==> src/rtl/tlb_miss_queue.sv <==
// tlb_miss_queue: collects data-side and code-side TLB misses into a small
// FIFO, drops requests whose page is already queued or being walked, and
// feeds the page walker one request at a time. The walker slot stays owned
// (state WAIT) from the accepted issue until the walker writes the TLB.
module tlb_miss_queue #(
  parameter int DEPTH = 4
) (
  input  logic        clk,
  input  logic        rst,
  input  logic        except,
  input  logic        d_en,
  input  logic [47:0] d_addr,
  input  logic [3:0]  d_attr,
  input  logic        d_inv,
  output logic        d_ack,
  input  logic        i_en,
  input  logic [47:0] i_addr,
  input  logic [3:0]  i_attr,
  output logic        i_ack,
  output logic        pg_en,
  input  logic        pg_can,
  output logic [47:0] pg_addr,
  output logic [3:0]  pg_attr,
  output logic        pg_indir,
  output logic        pg_inv,
  output logic        pg_permReq,
  input  logic        pg_done,
  output logic        busy,
  output logic        dedup_hit
);

  localparam int PW = $clog2(DEPTH);
  localparam int CW = PW + 1;
  localparam logic [CW-1:0] DEPTH_C  = CW'(DEPTH);
  localparam logic [CW-1:0] CNT_ZERO = {CW{1'b0}};
  localparam logic [CW-1:0] CNT_ONE  = CW'(1);
  localparam logic [PW-1:0] PTR_ONE  = PW'(1);

  typedef enum logic [0:0] {
    ST_IDLE = 1'b0,
    ST_WAIT = 1'b1
  } state_e;

  // True when storage slot idx lies inside the occupied window that starts
  // at head and spans cnt entries (modulo DEPTH).
  function automatic logic in_window(input logic [PW-1:0] idx,
                                     input logic [PW-1:0] head,
                                     input logic [CW-1:0] cnt);
    logic [PW-1:0] off;
    off = idx - head;
    return ({1'b0, off} < cnt);
  endfunction

  // Same translation page (bits 43:14) and same permission side.
  function automatic logic page_match(input logic [29:0] page_a,
                                      input logic        perm_a,
                                      input logic [29:0] page_b,
                                      input logic        perm_b);
    return (page_a == page_b) && (perm_a == perm_b);
  endfunction

  // Queue storage
  logic [47:0]   addr_q [DEPTH];
  logic [3:0]    attr_q [DEPTH];
  logic          inv_q  [DEPTH];
  logic          perm_q [DEPTH];

  logic [PW-1:0] head_q, head_d;
  logic [PW-1:0] tail_q, tail_d;
  logic [CW-1:0] count_q, count_d;

  state_e        state_q, state_d;
  logic [29:0]   fl_page_q, fl_page_d;
  logic          fl_perm_q, fl_perm_d;
  logic          dedup_hit_q, dedup_hit_d;

  logic          empty_s;
  logic          full_s;
  logic          pop_s;
  logic          push_s;
  logic          any_ack_s;
  logic          dup_s;
  logic          hit_s;
  logic [PW-1:0] idx_s;

  logic [47:0]   req_addr_s;
  logic [3:0]    req_attr_s;
  logic          req_inv_s;
  logic          req_perm_s;

  assign empty_s = (count_q == CNT_ZERO);
  assign full_s  = (count_q == DEPTH_C);

  // Arbitration: one acceptance per cycle, code side first; full is taken
  // from the registered count, so a pop this cycle does not free a slot yet.
  always_comb begin
    i_ack     = i_en & ~full_s & ~except;
    d_ack     = d_en & ~i_en & ~full_s & ~except;
    any_ack_s = i_ack | d_ack;
  end

  // Select the request that would be written this cycle.
  always_comb begin
    if (i_en) begin
      req_addr_s = i_addr;
      req_attr_s = i_attr;
      req_inv_s  = 1'b0;
      req_perm_s = 1'b1;
    end else begin
      req_addr_s = d_addr;
      req_attr_s = d_attr;
      req_inv_s  = d_inv;
      req_perm_s = 1'b0;
    end
  end

  // Duplicate search over queued entries and the in-flight walk. The head
  // being popped this cycle is still inside the occupied window, so it is
  // covered by the queue scan.
  always_comb begin
    hit_s = 1'b0;
    idx_s = {PW{1'b0}};
    for (int k = 0; k < DEPTH; k++) begin
      idx_s = PW'(k);
      hit_s = hit_s | (in_window(idx_s, head_q, count_q) &
                       page_match(addr_q[k][43:14], perm_q[k],
                                  req_addr_s[43:14], req_perm_s));
    end
    hit_s = hit_s | ((state_q == ST_WAIT) &
                     page_match(fl_page_q, fl_perm_q,
                                req_addr_s[43:14], req_perm_s));
    dup_s = ~req_inv_s & hit_s;
  end

  assign push_s = any_ack_s & ~dup_s;

  // FSM output decode: issue only from IDLE with something queued.
  always_comb begin
    case (state_q)
      ST_IDLE: begin
        pg_en = ~empty_s;
        busy  = ~empty_s;
      end
      ST_WAIT: begin
        pg_en = 1'b0;
        busy  = 1'b1;
      end
      default: begin
        pg_en = 1'b0;
        busy  = 1'b1;
      end
    endcase
  end

  assign pop_s = pg_en & pg_can;

  // FSM next state: accepted issue -> WAIT, walker TLB write -> IDLE.
  always_comb begin
    case (state_q)
      ST_IDLE: begin
        if (pop_s) begin
          state_d = ST_WAIT;
        end else begin
          state_d = ST_IDLE;
        end
      end
      ST_WAIT: begin
        if (pg_done) begin
          state_d = ST_IDLE;
        end else begin
          state_d = ST_WAIT;
        end
      end
      default: begin
        state_d = ST_IDLE;
      end
    endcase
  end

  // FSM state register.
  always_ff @(posedge clk) begin
    if (rst) begin
      state_q <= ST_IDLE;
    end else begin
      state_q <= state_d;
    end
  end

  // Pointer / count / in-flight next state. A flush empties the queue but
  // a simultaneous pop still hands the head to the walker.
  always_comb begin
    tail_d      = tail_q;
    head_d      = head_q;
    count_d     = count_q;
    fl_page_d   = fl_page_q;
    fl_perm_d   = fl_perm_q;
    dedup_hit_d = any_ack_s & dup_s;

    if (pop_s) begin
      fl_page_d = addr_q[head_q][43:14];
      fl_perm_d = perm_q[head_q];
    end else begin
      fl_page_d = fl_page_q;
      fl_perm_d = fl_perm_q;
    end

    if (except) begin
      head_d  = tail_q;
      count_d = CNT_ZERO;
    end else begin
      if (push_s) begin
        tail_d = tail_q + PTR_ONE;
      end else begin
        tail_d = tail_q;
      end
      if (pop_s) begin
        head_d = head_q + PTR_ONE;
      end else begin
        head_d = head_q;
      end
      case ({push_s, pop_s})
        2'b10:   count_d = count_q + CNT_ONE;
        2'b01:   count_d = count_q - CNT_ONE;
        default: count_d = count_q;
      endcase
    end
  end

  // Pointer, count, in-flight tag and dedup pulse registers.
  always_ff @(posedge clk) begin
    if (rst) begin
      head_q      <= {PW{1'b0}};
      tail_q      <= {PW{1'b0}};
      count_q     <= CNT_ZERO;
      fl_page_q   <= 30'd0;
      fl_perm_q   <= 1'b0;
      dedup_hit_q <= 1'b0;
    end else begin
      head_q      <= head_d;
      tail_q      <= tail_d;
      count_q     <= count_d;
      fl_page_q   <= fl_page_d;
      fl_perm_q   <= fl_perm_d;
      dedup_hit_q <= dedup_hit_d;
    end
  end

  // Entry storage: write the accepted, non-duplicate request at the tail.
  always_ff @(posedge clk) begin
    if (rst) begin
      for (int k = 0; k < DEPTH; k++) begin
        addr_q[k] <= 48'd0;
        attr_q[k] <= 4'd0;
        inv_q[k]  <= 1'b0;
        perm_q[k] <= 1'b0;
      end
    end else if (push_s) begin
      addr_q[tail_q] <= req_addr_s;
      attr_q[tail_q] <= req_attr_s;
      inv_q[tail_q]  <= req_inv_s;
      perm_q[tail_q] <= req_perm_s;
    end
  end

  // Head entry drives the walker request fields directly.
  assign pg_addr    = addr_q[head_q];
  assign pg_attr    = attr_q[head_q];
  assign pg_inv     = inv_q[head_q];
  assign pg_permReq = perm_q[head_q];
  assign pg_indir   = 1'b0;
  assign dedup_hit  = dedup_hit_q;

endmodule

==> config.mk <==
export PLATFORM = sky130hd
export DESIGN_NAME = tlb_miss_queue
export DESIGN_NICKNAME = d
export VERILOG_FILES = /design/src/rtl/tlb_miss_queue.sv
export SDC_FILE = /design/constraint.sdc
export NUM_CORES = 1
export LEC_CHECK = 0
export ABC_AREA = 1
export CORE_MARGIN = 2
export CORE_UTILIZATION = 40
export CTS_BUF_LIST = sky130_fd_sc_hd__clkbuf_16
export CTS_CLUSTER_DIAMETER = 50
export DETAILED_ROUTE_END_ITERATION = 12
export GPL_TIMING_DRIVEN = 0
export MAX_ROUTING_LAYER = met4
export PLACE_DENSITY = 0.63
export SETUP_SLACK_MARGIN = 0.1
export SYNTH_ARGS = -nofsm -noshare
export SYNTH_HDL_FRONTEND = slang
export SYNTH_SLANG_ARGS = --single-unit
==> constraint.sdc <==
create_clock -name clk -period 12.2 [get_ports clk]
set_input_delay 2.44 -clock clk [delete_from_list [all_inputs] [get_ports clk]]
set_output_delay 2.44 -clock clk [all_outputs]
set_load 0.01 [all_outputs]
==> metrics <==
Finished Layout Cells 2611; synth top area cells edfxtp_1, nand2_1, nor2_1; Fillers 3612; pre-CTS setup slack 5.61 ns; TritonCTS buffer count 36; Vert. Die Dim 197 um; sequential area share after synthesis 49.4%; core area 36600 um2; Site Rows 70; die area 38600 um2; Leakage 7.73 nW; final core utilization 50.4%; maxcap violations 0; RSZ-0062 raised after global routing no; Vias/cell 5.58; Buffers & Inverters on Critical Path 4; CTS clock-pin slew for the worst setup and hold paths 0.06 ns; CP required 9.76 ns; CP cell instances clkbuf_1, clkbuf_1, clkbuf_1, o21ai_0, o22ai_1, clkdlybuf4s50_1; RR Endpoint addr_q[0][28]; Mean Syn Cell Area 7.80 um2; vias 14600; Slew Viols, Final 0; slowest stage cell, crit path clkbuf_1; Most Frequent Cell on Critical Path clkbuf_1; Crit. End Element output pin; Fin. Hold Viols 0; CTS Sinks 258; Synth top area share 43.7%; Final nets 2233; routability cong. 0.977; maximum vdd drop 0.110 mV; final worst path period share 54.8%; number of top-level pins 172; hold slack 0.470 ns; crit-path max FO 10; Post-synth ARST share 0%; Mapped Area 14800 um2; Least-Margin Pin Slew 1.35 ns; vias in the first global route 13800; Buffers on Ports 168; area leader, netlist edfxtp_1; CTS root buffer clkbuf_16; Post-Synthesis Cells 1901; Crit path largest cell delay 0.97 ns; Post-synth top flop edfxtp_1; outcome finished clean; Hold EP fl_page_q[10]; Relative slew margins 10.3%; H-tree depth 2; postcts setup bufs 0; total global-route track usage 35.2%; clock skew 0.0236 ns; CTS tree built; worst hold path depth 2; remaining routing DRC violations 0; post-synth net total 2019; number of synthesized flops with an enable pin 216; starting DRC count in detailed routing 1644; critical path class reg -> out; Reg2Reg Depth 15; placed cell area 17300 um2; final setup violation count 0; Max Buffers Root-to-Sink 3; top-count cell post-synth nand2_1; initial antenna violation count 1; Worst EP arrival 4.24 ns; layout cells sized above 1 7.52%; starting density of the core 40.5%; top post-synthesis cells by count nand2_1, nor2_1, edfxtp_1; YS warnings 0; DRT Pass-1 Iters 5; Die X 197 um; DP Wirelength 48800 um; post-route cell area 18500 um2; largest net degree at the start of global routing 30; Cells after DPL 2545; total grt overflow 0; Fmax 150 MHz; post-route ant nets 0; CTS Hold Bufs 0; worst r2r src count_q[1]; first-pass GRT wire length 94000 um; CP delay by family, top buffers and inverters; CP Launch Type flip-flop; area grow syn2layout 24.4%; Worst-Skew Late Latency 0.53 ns; Routed WL per cell 25.6 um; synthesis-stage register bit count 258; post-cts sizing count 0; worst reg-to-reg setup slack 8.21 ns; PwrDens 142 nW/um2; min-delay src fl_page_q[10]; Final WS setup 5.52 ns; min-delay worst type reg -> reg; final wirelength 66800 um; minimum clock period 6.68 ns; Yosys cell types 36
==> final cells by class <==
type	instances	area (um2)	area share, %
Sequential cell	258	7330	39.7
Multi-Input combinational cell	1348	6310	34.2
Timing Repair Buffer	176	1880	10.2
Clock buffer	37	926	5.02
Inverter	203	767	4.16
Tap cell	468	586	3.17
Buffer	92	473	2.56
Clock inverter	28	180	0.977
Antenna cell	1	2.50	0.0136
==> sequential cells by signal, indices dropped and copies added (netlist names), named ones only <==
name       flops
tail_q         2
inv_q          4
fl_perm_q      1
state_q        1
fl_page_q     30
attr_q        16
dedup_hit      1
addr_q       192
count_q        3
head_q         2
perm_q         4
==> per-stage QoR <==
step                TNS, ns  total power, mW
floorplan                 0             1.34
global placement    -119.12             1.62
detailed placement        0             1.63
CTS                       0             2.60
global route              0             2.68
finish                    0             2.62
==> worst reg2reg max path: cells and delay by family (launching register included) <==
| kind | cells | cell delay (ns) |
|---|---|---|
| fa+ha+maj | 1 | 0.32 |
| buf+inv | 3 | 0.98 |
| simple gates | 9 | 1.52 |
| flops | 1 | 0.37 |
| compound gates | 2 | 0.52 |
==> kinds of logic after synthesis <==
kind of cell | count (synthesis) | share of synthesized area [%]
other | 1 | 0.0253
multiplexers | 22 | 1.48
buffers and inverters | 295 | 8.36
XOR/XNOR | 15 | 0.886
AND/OR/NAND/NOR | 1029 | 29.4
AO/OA/AOI/OAI | 275 | 9.90
adder cells (fa/ha/maj) | 6 | 0.557
flip-flops | 258 | 49.4
==> cell usage in the layout (no fill, tap or decap), types with 42 or more instances in the layout <==
| master | synthesis | layout |
|---|---|---|
| nand3_1 | 58 | 58 |
| edfxtp_1 | 216 | 216 |
| inv_1 | 196 | 204 |
| a21oi_1 | 64 | 64 |
| clkdlybuf4s50_1 | 0 | 168 |
| nand2_1 | 515 | 514 |
| nor3_1 | 70 | 70 |
| o21ai_0 | 146 | 143 |
| dfxtp_1 | 42 | 42 |
| clkbuf_1 | 56 | 56 |
| nor2_1 | 320 | 320 |
==> power by group <==
part           total (mW)  switching (mW)  internal [mW]
sequential           1.05          0.0330           1.02
combinational       0.575           0.386          0.189
clock               0.992           0.417          0.576
total                2.62           0.836           1.78
==> worst max-delay path by stage <==
stage,endpoint,cells after the start,start,slack (ns)
after global placement,addr_q[2][26],17,i_en,-0.86
final,pg_addr[45],6,flip-flop,5.52
after CTS,pg_addr[45],6,flip-flop,5.70
after global routing,pg_addr[44],6,flip-flop,5.46
after floorplan,addr_q[2][0],18,i_en,3.91
after detailed placement,addr_q[2][19],20,i_en,5.61
==> routing by layer <==
metal	GRT usage, %	wire, um
met5	-	0
met1	45.1	27200
met2	55.9	30600
met4	14.1	2910
met3	5.82	6050
Power figures use the tool's default switching activity.
